`config.mk`:
```
export PLATFORM = sky130hd
export DESIGN_NAME = dca_matrix_loadreg
export DESIGN_NICKNAME = d
export VERILOG_FILES = /design/src/rtl/dca_matrix_loadreg_pkg.sv /design/src/rtl/dca_matrix_row_shift_reg.sv /design/src/rtl/dca_matrix_loadreg.sv
export SDC_FILE = /design/constraint.sdc
export NUM_CORES = 1
export LEC_CHECK = 0
export ABC_AREA = 1
export BUFFER_PORTS_ARGS = -buffer_cell sky130_fd_sc_hd__buf_2
export CORE_MARGIN = 10
export CORE_UTILIZATION = 60
export DETAILED_ROUTE_END_ITERATION = 7
export PLACE_DENSITY = 0.86
export SLEW_MARGIN = 10
export SYNTH_ARGS = -nofsm -noshare
export SYNTH_HDL_FRONTEND = slang
export SYNTH_SLANG_ARGS = --single-unit
```
`constraint.sdc`:
```
create_clock -name clk -period 3 [get_ports clk]
set_input_delay 0.15 -clock clk [delete_from_list [all_inputs] [get_ports clk]]
set_output_delay 0.15 -clock clk [all_outputs]
set_load 0.02 [all_outputs]
```
`src/rtl/dca_matrix_loadreg_pkg.sv`:
```
// Shared dimensions and shadow-state encoding for the matrix load register.
package dca_matrix_loadreg_pkg;

  // Shadow buffer occupancy.
  typedef enum logic {
    EMPTY = 1'b0,
    FULL  = 1'b1
  } shadow_state_e;

  // Matrix dimension (rows == cols) derived from the size selector.
  function automatic int dca_matrix_dim_lpara(input int matrix_size_para);
    return (matrix_size_para < 1) ? 1 : matrix_size_para;
  endfunction

  // Scalar bit width derived from the tensor format selector.
  function automatic int dca_tensor_scalar_lpara(input int tensor_para);
    case (tensor_para)
      1:       return 16;
      2:       return 32;
      default: return 8;
    endcase
  endfunction

  // Bit width of one matrix row.
  function automatic int dca_tensor_dim_lpara(input int num_col, input int bw_scalar);
    return num_col * bw_scalar;
  endfunction

endpackage

```
`src/rtl/dca_matrix_row_shift_reg.sv`:
```
// Row shift register that assembles a tile from the loader's row stream,
// plus a saturating count of rows written since the last transfer.
module dca_matrix_row_shift_reg
  import dca_matrix_loadreg_pkg::*;
#(
  parameter int NUM_ROW = 4,
  parameter int BW_ROW  = 32
) (
  input  logic                      clk,
  input  logic                      rstnn,
  input  logic                      clear,
  input  logic                      enable,
  input  logic                      move_wenable,
  input  logic [BW_ROW-1:0]         move_wdata,
  input  logic                      xfer,
  output logic [NUM_ROW*BW_ROW-1:0] rows_flat,
  output logic                      count_full,
  output logic                      count_nonzero
);

  localparam int                    BW_COUNT  = $clog2(NUM_ROW + 1);
  localparam logic [BW_COUNT-1:0]   COUNT_MAX = BW_COUNT'(NUM_ROW);

  logic [NUM_ROW-1:0][BW_ROW-1:0] r_rows;
  logic [NUM_ROW-1:0][BW_ROW-1:0] w_rows_next;
  logic [BW_COUNT-1:0]            r_count;
  logic                           w_move;

  // A pending flush suppresses row movement as well as counting.
  assign w_move = ~clear & enable & move_wenable;

  // New data enters at the top row; every other row takes its upper neighbour.
  genvar gi;
  generate
    for (gi = 0; gi < NUM_ROW; gi++) begin : g_row
      if (gi == NUM_ROW - 1) begin : g_top
        assign w_rows_next[gi] = move_wdata;
      end else begin : g_lower
        assign w_rows_next[gi] = r_rows[gi+1];
      end
    end
  endgenerate

  // Shift all rows by one on each move.
  always_ff @(posedge clk or negedge rstnn) begin
    if (!rstnn)      r_rows <= '0;
    else if (w_move) r_rows <= w_rows_next;
  end

  // Count rows since the last transfer; a move during a transfer starts the next tile at 1.
  always_ff @(posedge clk or negedge rstnn) begin
    if (!rstnn)                                r_count <= '0;
    else if (clear)                            r_count <= '0;
    else if (xfer)                             r_count <= w_move ? BW_COUNT'(1) : '0;
    else if (w_move && (r_count != COUNT_MAX)) r_count <= r_count + 1'b1;
  end

  assign rows_flat     = r_rows;
  assign count_full    = (r_count == COUNT_MAX);
  assign count_nonzero = (r_count != '0);

endmodule

```
`src/rtl/dca_matrix_loadreg.sv`:
```
// Matrix load register: shift register fed by the row loader, double-buffered
// into a shadow tile that the compute side drains through valid/ready.
module dca_matrix_loadreg
  import dca_matrix_loadreg_pkg::*;
#(
  parameter  int MATRIX_SIZE_PARA = 4,
  parameter  int TENSOR_PARA      = 0,
  localparam int MATRIX_NUM_ROW   = dca_matrix_dim_lpara(MATRIX_SIZE_PARA),
  localparam int MATRIX_NUM_COL   = dca_matrix_dim_lpara(MATRIX_SIZE_PARA),
  localparam int BW_TENSOR_SCALAR = dca_tensor_scalar_lpara(TENSOR_PARA),
  localparam int BW_TENSOR_ROW    = dca_tensor_dim_lpara(MATRIX_NUM_COL, BW_TENSOR_SCALAR),
  localparam int BW_TILE          = MATRIX_NUM_ROW * BW_TENSOR_ROW
) (
  input  logic                     clk,
  input  logic                     rstnn,
  input  logic                     clear,
  input  logic                     enable,
  output logic                     busy,
  input  logic                     mreg_move_wenable,
  input  logic [BW_TENSOR_ROW-1:0] mreg_move_wdata_list1d,
  input  logic                     loadreg_rready,
  output logic                     loadreg_rrequest,
  output logic                     matrix_rvalid,
  input  logic                     matrix_rready,
  output logic [BW_TILE-1:0]       matrix_rdata_list2d,
  output logic                     protocol_error
);

  shadow_state_e      r_state;
  shadow_state_e      w_state_next;
  logic [BW_TILE-1:0] r_shadow;
  logic               r_protocol_error;
  logic [BW_TILE-1:0] w_rows;
  logic               w_xfer;
  logic               w_count_full;
  logic               w_count_nonzero;

  dca_matrix_row_shift_reg #(
    .NUM_ROW (MATRIX_NUM_ROW),
    .BW_ROW  (BW_TENSOR_ROW)
  ) u_row_shift_reg (
    .clk           (clk),
    .rstnn         (rstnn),
    .clear         (clear),
    .enable        (enable),
    .move_wenable  (mreg_move_wenable),
    .move_wdata    (mreg_move_wdata_list1d),
    .xfer          (w_xfer),
    .rows_flat     (w_rows),
    .count_full    (w_count_full),
    .count_nonzero (w_count_nonzero)
  );

  // Accept a tile whenever the shadow is free or is being drained this same cycle;
  // a flush wins, so no tile is acknowledged while clearing.
  assign w_xfer = ~clear & enable & loadreg_rready & ((r_state == EMPTY) | matrix_rready);

  // Shadow occupancy: fill on transfer, drain on consume, stay FULL when both coincide.
  always_comb begin
    w_state_next = r_state;
    if (clear)                                              w_state_next = EMPTY;
    else if (w_xfer)                                        w_state_next = FULL;
    else if ((r_state == FULL) && enable && matrix_rready) w_state_next = EMPTY;
  end

  // Shadow state register.
  always_ff @(posedge clk or negedge rstnn) begin
    if (!rstnn) r_state <= EMPTY;
    else        r_state <= w_state_next;
  end

  // Capture the pre-move shift register contents into the shadow on transfer.
  always_ff @(posedge clk or negedge rstnn) begin
    if (!rstnn)      r_shadow <= '0;
    else if (w_xfer) r_shadow <= w_rows;
  end

  // Sticky flag for tiles handed over with a wrong number of rows.
  always_ff @(posedge clk or negedge rstnn) begin
    if (!rstnn)                        r_protocol_error <= 1'b0;
    else if (clear)                    r_protocol_error <= 1'b0;
    else if (w_xfer && !w_count_full)  r_protocol_error <= 1'b1;
  end

  assign loadreg_rrequest    = w_xfer;
  assign matrix_rvalid       = (r_state == FULL);
  assign matrix_rdata_list2d = r_shadow;
  assign protocol_error      = r_protocol_error;
  assign busy                = w_count_nonzero | (r_state == FULL);

endmodule
```
[Word-level counts from Yosys, hierarchy flattened]
Cells that the tools add are included.
Cells by class
  bitwise operators: 8
  mux-type cells: 9
  reductions and logical operators: 9
  add/subtract/negate cells: 1
  equality and inequality tests: 2
Operator list (number)
  $mux 3: 3
  $reduce_bool 3->1: 3
  $mux 1: 6
  $and 1x1->1: 4
  $logic_and 1x1->1: 4
  $add 3x1->3 const B: 1
  $eq 3x3->1 const B: 1
  $ne 3x3->1 const B: 1
  $not 1->1: 2
  $or 1x1->1: 2
  $reduce_bool 2->1: 1
  $logic_not 1->1: 1
Word-level totals
  word-level logic and storage cells: 37
  output and inout bits: 132
  register bits: 261

[Depth between registers and ports, before layout]
Gate-level depths: netlist (run 1).
  depth after elaboration: 7
  gate-level depth with buffers: 8

[Hierarchy]
Synthesis (run 1) repeated with hierarchy kept, for this count alone.
Unflattened totals
  cells, all modules: 1143
  area, all modules: 10547.6 µm²
By module, submodules not included
  dca_matrix_loadreg: cells each 585, area an instance 5361.4 µm², times used 1, seq. area each 3253.1 µm²
  dca_matrix_row_shift_reg: cells each 558, area an instance 5186.2 µm², times used 1, seq. area each 3278.1 µm²

[Least setup slack after synthesis (run 1)]
Ideal clock, no wire load.
  kind: flip-flop to flip-flop
  start: reg r_state, in the netlist matrix_rvalid
  end: reg r_shadow[100], in the netlist matrix_rdata_list2d[100]
  cell stages (with the launch flop): 6
  arrival time: 1.189 ns
  library setup time: 0.130 ns
  path buffers: 2
  path slack: 1.681 ns
  required time: 2.870 ns
  cell sequence: dfrtp_1 nand2_1 nand3_1 buf_2 clkbuf_1 o21ai_0
On the way
  word-level cells in the longest chain between the ends: 3
Ends and longest elaborated chain
  from (decl): line dca_matrix_loadreg.sv:29  | shadow_state_e r_state;
  from (signal assigned): line dca_matrix_loadreg.sv:69  | else r_state <= w_state_next;
  $not 1->1: line dca_matrix_loadreg.sv:56  | assign w_xfer = ~clear & enable & loadreg_rready & ((r_state == EMPTY) | matrix_rready);
  $or 1x1->1: line dca_matrix_loadreg.sv:56
  $and 1x1->1: line dca_matrix_loadreg.sv:56
  to (signal assigned): line dca_matrix_loadreg.sv:75  | else if (w_xfer) r_shadow <= w_rows;
  to (decl): line dca_matrix_loadreg.sv:31  | logic [BW_TILE-1:0] r_shadow;
No other way between the ends.
A chain may end at the register's enable or synchronous reset.

[Worst setup path in the final report (run 1)]
  start: reg r_state, in the netlist matrix_rvalid
  end: out loadreg_rrequest
On the way
  word-level cells in the longest chain between the ends: 3
Ends and longest elaborated chain
  $not 1->1: line dca_matrix_loadreg.sv:56
  $or 1x1->1: line dca_matrix_loadreg.sv:56
  $and 1x1->1: line dca_matrix_loadreg.sv:56
  to (decl): line dca_matrix_loadreg.sv:22  | output logic loadreg_rrequest,
No other way between the ends.

==> results of run 1 <==
[repair_timing]
item,CTS,global route
hold buffers,36,0
endpoints found under the setup margin,0,0
hold endpoints to repair,159,0
[cell families after synthesis]
group / after synthesis / synth area share [%]
fa+ha+maj: 2 / 0.259
xor+xnor: 1 / 0.0907
buf+inv: 160 / 6.63
flops: 261 / 67.6
compound gates: 228 / 11.8
simple gates: 344 / 13.5
[flip-flops by register name (all words and copies together), names as in the netlist]
register	count
u_row_shift_reg.r_count	3
protocol_error	1
matrix_rdata_list2d	128
u_row_shift_reg.rows_flat	128
matrix_rvalid	1
[synth_stat cells]
library cell    n  area [um2]
nor2_1          4        15.0
clkbuf_1       26        97.6
o211ai_1        1        7.51
nand2_1       332        1250
xor2_1          1        8.76
ha_1            2        25.0
inv_2           1        3.75
nand3_1         3        15.0
nor2_2          2        12.5
dfrtp_1       261        6530
inv_1         103         387
nand4_1         3        18.8
a21oi_1         1        5.00
o21ai_0       226        1130
buf_2          29         145
buf_4           1        7.51
[worst max-delay path, stage by stage, from the launching register on]
cell,delay (ns)
dfrtp_1,0.40
nand2_1,0.14
nand2_1,0.08
nor2_2,0.47
buf_2,0.28
[final cells by class]
cell class	instances	share of cell area, %
Multi-Input combinational cell	575	21.0
Inverter	104	3.27
Clock buffer	43	7.00
Sequential cell	261	54.7
Timing Repair Buffer	220	11.5
Clock inverter	4	0.168
Tap cell	216	2.26
[routing by layer]
metal | global-route usage, % | vias to the layer above
met3 | 4.18 | 50
met5 | 0 | -
met2 | 34.8 | 256
met1 | 28.9 | 3579
met4 | 7.31 | 0
li1 | - | 3500
[worst max path at each step]
stage,from,to
2_1_floorplan,matrix_rvalid,matrix_rdata_list2d[100]
3_3_place_gp,clear,u_row_shift_reg.rows_flat[100]
3_5_place_dp,clear,matrix_rdata_list2d[104]
4_1_cts,matrix_rvalid,loadreg_rrequest
5_1_grt,matrix_rvalid,loadreg_rrequest
6_report,matrix_rvalid,loadreg_rrequest
[power by group through the flow]
stage / logic [uW] / registers (uW) / clock network [uW]
2_1_floorplan: 735 / 5260 / 0
3_5_place_dp: 2140 / 4810 / 0
6_report: 2170 / 4790 / 3180
4_1_cts: 2200 / 4770 / 3220
3_3_place_gp: 2050 / 4770 / 0
5_1_grt: 2420 / 4870 / 3360
[through the flow]
stage | cell area, um2 | util (%) | std cells
final | 11900 | 75.4 | 1423
after global routing | 11900 | 75.4 | 1423
after detailed placement | 10700 | 67.7 | 1340
after CTS | 11900 | 75.4 | 1423
after global placement | 10700 | 67.7 | 1340
after floorplan | 9660 | - | 996
==> run_results.csv, run 1 <==
group,metric,value,unit
synthesis,synth_seq_area_share,67.6,%
floorplan,die_w,147,um
cells_and_area,area_delta_synth_final,23.6,%
routing,drt_wl_total,23500,um
setup_path,r2r-start,"matrix_rvalid",
power_and_ir_drop,leakagePower,0.00627,uW
setup_path,worstReg2RegEnd,"matrix_rdata_list2d[104]",
grt,grt_pass1_vias,7433,
min_path,min_from,"enable",
clocking,postCtsSetupRepairBufs,0,
clocking,clk_path_buf_depth,3,
timing,skew,0.0112,ns
synthesis,syn_avg_cell_area,9.70,um2
cells_and_area,seqCellArea,6530,um2
power_and_ir_drop,switching_share,31.8,%
cells_and_area,multi_input_area,2510,um2
cells_and_area,layout_commonest_cell,"nand2_1",
clocking,htree_levels,1,
floorplan,dieArea,21600,um2
job,drv_cap,0,
placement,portBuffers,170,
floorplan,num_rows,46,
cells_and_area,nFillCells,1037,
power_and_ir_drop,ir_drop,548,uV
power_and_ir_drop,seqPwrFrac,47.3,%
synthesis,netlist_area,9660,um2
cells_and_area,final_layout_size_suffix_gt1_share,19.1,%
floorplan,die_y,147,um
power_and_ir_drop,power.density,849,nW/um2
routing,met1_length,10300,um
clocking,clk_latency,0.52,ns
clocking,cts.sinks,261,
power_and_ir_drop,p_comb_share,21.4,%
timing,fmax,0.492,GHz
min_path,whs_path_depth,4,
synthesis,synth_seq_cells,261,
power_and_ir_drop,p_sw,3220,uW
grt,antenna_found_initial,0,
clocking,cts_resized,0,
grt,grt_max_degree,131,
timing,hold_ws,0.0331,ns
synthesis,yosysWarnings,0,
timing,hold_viol,0,
grt,grt_overflow,0,
floorplan,io-pin-count,171,
placement,gp_congestion,0.802,
routing,dr_wl_met2,11300,um
cells_and_area,most-common-layout-cells,"nand2_1 (331), dfrtp_1 (261), o21ai_0 (226)",
clocking,numCtsBuffers,26,
setup_path,reg2reg_depth,5,
timing,tightest_slew,0.957,ns
floorplan,core,15800,um2
setup_path,criticalPathCategory,"reg -> out",
routing,highest_layer,"met4",
synthesis,yosysUniqueCellTypes,16,
clocking,cts.clk_slew.worst_paths,0.06,ns
placement,dp_worst_setup_slack,1.14,ns
setup_path,cp.required,2.85,ns
timing,rsz0062_at_grt,"false",
timing,drv_slew,0,
timing,period_needed,2.03,ns
power_and_ir_drop,power,10100,uW
synthesis,synth_nets,1037,
synthesis,synthCells,996,
min_path,holdPathEnd,"matrix_rvalid",
routing,first_pass_iters,5,
outcome,status,"finished clean",
setup_path,worstSetupStartpointType,"flip-flop",
power_and_ir_drop,clkPwrFrac,31.4,%
grt,grt_pass1_wl,38800,um
routing,wl_per_cell,16.5,um
routing,via_per_inst,5.19,
floorplan,start_util,61.0,%
min_path,min_path_type,"in -> reg",
routing,vias,7385,
setup_path,cp_max_fo,14,
setup_path,endpoint_kind,"output port",
placement,hpwl,15200,um
setup_path,reg2reg_setup_slack,1.11,ns
setup_path,worstPathArrival,1.88,ns
routing,first_iter_violations,617,
clocking,cts_tree,"built",
timing,setup_violations,0,
timing,worst_slack,0.968,ns
timing,period_share,67.7,%
cells_and_area,num_antenna_cells,0,
clocking,clock-root-buffer,"clkbuf_16",
routing,drc,0,
routing,ant_nets,0,
timing,max_slew_margin,36.2,%
timing,tns,0,ns
grt,grt_usage,21.6,%
cells_and_area,nNetsFinal,1229,
routing,met3_length,1380,um
power_and_ir_drop,p_int,6910,uW
Note: power is estimated with default switching activity, not from simulation.
==> run 2, diff against run 1 <==
CORE_UTILIZATION = 55   (was 60)
PLACE_DENSITY = 0.8   (was 0.86)
clock period = 2 ns   (was 3 ns; I/O delays follow)
==> run 2 against run 1 <==
Compared with the run above: count of clock-buffer cells in the layout decreased by 6; first-iteration DRC count decreased by 21%; wire length decreased by 3.6%; non-clock buffer count rose by 3; clock skew shrank 0.0025 ns; power increased by 49%; clock power is 49% higher; cell count rose by 0.63%; cell area is 0.83% higher; core utilization decreased by 5.6 points; critical path type unchanged; critical endpoint unchanged.
==> run_results.csv, run 2 (synthesized netlist as in run 1, its figures left out) <==
group,metric,value,unit
outcome,status,"finished clean",
routing,met1_length,10300,um
floorplan,die_y,153,um
timing,rsz0062_at_grt,"false",
grt,grt_pass1_wl,37700,um
setup_path,cp_max_fo,14,
clocking,postCtsSetupRepairBufs,0,
cells_and_area,nFillCells,1262,
setup_path,crit_path_frequent_cell,"nand2_1",
grt,antenna_found_initial,0,
placement,gp_congestion,0.782,
routing,highest_layer,"met4",
grt,grt_max_degree,70,
timing,tns,0,ns
setup_path,worstPathArrival,1.72,ns
routing,via_per_inst,5.03,
routing,first_pass_iters,5,
setup_path,critPathMaxStageDelay,0.41,ns
power_and_ir_drop,leakagePower,0.00630,uW
grt,grt_usage,19.1,%
grt,grt_pass1_vias,7173,
timing,fmax,0.548,GHz
cells_and_area,multi_input_area,2510,um2
routing,drc,0,
floorplan,die_w,153,um
power_and_ir_drop,ir_drop,671,uV
routing,drt_wl_total,22700,um
clocking,clk_path_buf_depth,3,
job,drv_cap,0,
floorplan,core,17200,um2
clocking,htree_levels,1,
timing,setup_violations,0,
timing,skew,0.00868,ns
power_and_ir_drop,p_int,10400,uW
clocking,cts_tree,"built",
power_and_ir_drop,switching_share,31.4,%
power_and_ir_drop,power.density,1260,nW/um2
setup_path,crit_family,"buffers and inverters",
floorplan,dieArea,23300,um2
power_and_ir_drop,p_comb_share,21.4,%
cells_and_area,layout_commonest_cell,"nand2_1",
power_and_ir_drop,seqPwrFrac,47.4,%
cells_and_area,most-common-layout-cells,"nand2_1 (331), dfrtp_1 (261), o21ai_0 (226)",
timing,period_share,91.2,%
timing,tightest_slew,0.526,ns
setup_path,endpoint_kind,"output port",
routing,wl_per_cell,15.8,um
clocking,numCtsBuffers,26,
cells_and_area,area_delta_synth_final,24.6,%
floorplan,start_util,56.0,%
placement,portBuffers,170,
setup_path,critical_path.cell_chain,"nand2_1 -> nand2_1 -> nor2_2 -> buf_4 -> buf_2",
routing,dr_wl_met2,10500,um
setup_path,critPathBufInv,2,
timing,max_slew_margin,64.9,%
timing,period_needed,1.82,ns
grt,grt_overflow,0,
clocking,clk_latency,0.52,ns
routing,met3_length,1370,um
power_and_ir_drop,p_sw,4750,uW
cells_and_area,seqCellArea,6530,um2
clocking,cts.clk_slew.worst_paths,0.06,ns
cells_and_area,final_layout_size_suffix_gt1_share,19.0,%
floorplan,io-pin-count,171,
cells_and_area,final_core_util,69.8,%
cells_and_area,nNetsFinal,1232,
setup_path,cp.required,1.90,ns
setup_path,worstSetupStartpointType,"flip-flop",
setup_path,criticalPathCategory,"reg -> out",
routing,first_iter_violations,490,
routing,ant_nets,0,
clocking,cts.sinks,261,
floorplan,num_rows,48,
setup_path,crit_path_top_delay_cell,"dfrtp_1",
clocking,clock-root-buffer,"clkbuf_16",
placement,hpwl,14800,um
min_path,min_path_type,"in -> async",
cells_and_area,num_antenna_cells,0,
timing,drv_slew,0,
timing,hold_viol,0,
power_and_ir_drop,power,15100,uW
routing,vias,7207,
power_and_ir_drop,clkPwrFrac,31.3,%
==> run 2: path summary, 6_finish.rpt <==
check | startpoint | endpoint | slack (ns) | cells after the start
max reg2reg | matrix_rvalid | matrix_rdata_list2d[118] | 0.47 | 5
min in group clk | loadreg_rready | matrix_rdata_list2d[35] | 0.15 | 3
min | rstnn | u_row_shift_reg.rows_flat[126] | 0.14 | 2
min reg2reg | u_row_shift_reg.rows_flat[10] | matrix_rdata_list2d[10] | 0.46 | 2
max in group asynchronous | rstnn | matrix_rdata_list2d[86] | 1.15 | 3
max | matrix_rvalid | loadreg_rrequest | 0.18 | 5
==> run 2: cell type report <==
class,instances,area share (%)
flip-flops and latches,261,54.3
multi-input cells,575,20.9
repair buffers,223,12.4
clock buffers,37,6.18
inverters,104,3.24
well taps,225,2.34
clock inverters,7,0.728
==> run 2: stage by stage <==
| step | instances | setup slack, ns | hold WS (ns) | area, um2 |
|---|---|---|---|---|
| after floorplan | 996 | 0.681 | -0.196 | 9660 |
| after global placement | 1351 | 0.602 | 0.0988 | 10800 |
| after detailed placement | 1351 | 0.546 | 0.104 | 10800 |
| after CTS | 1432 | 0.171 | 0.145 | 12000 |
| after global routing | 1432 | 0.107 | 0.180 | 12000 |
| final | 1432 | 0.177 | 0.135 | 12000 |
==> run 2: what timing repair did <==
item	CTS	global route
hold buffers	37	0
hold endpoints to repair	102	0
gates resized for setup	0	0
==> run 2: power groups by stage <==
stage | Combinational, uW | Sequential, uW | Clock (uW)
3_3_place_gp | 3100 | 7190 | 0
6_report | 3230 | 7160 | 4730
4_1_cts | 3290 | 7150 | 4820
5_1_grt | 3620 | 7290 | 5060
3_5_place_dp | 3210 | 7210 | 0
2_1_floorplan | 1100 | 7900 | 0
==> run 2: metal layers <==
| metal | vias up | global-route usage [%] |
|---|---|---|
| met5 | - | 0 |
| met4 | 0 | 5.45 |
| met3 | 41 | 3.95 |
| met2 | 236 | 29.5 |
| met1 | 3437 | 26.8 |
| li1 | 3493 | - |
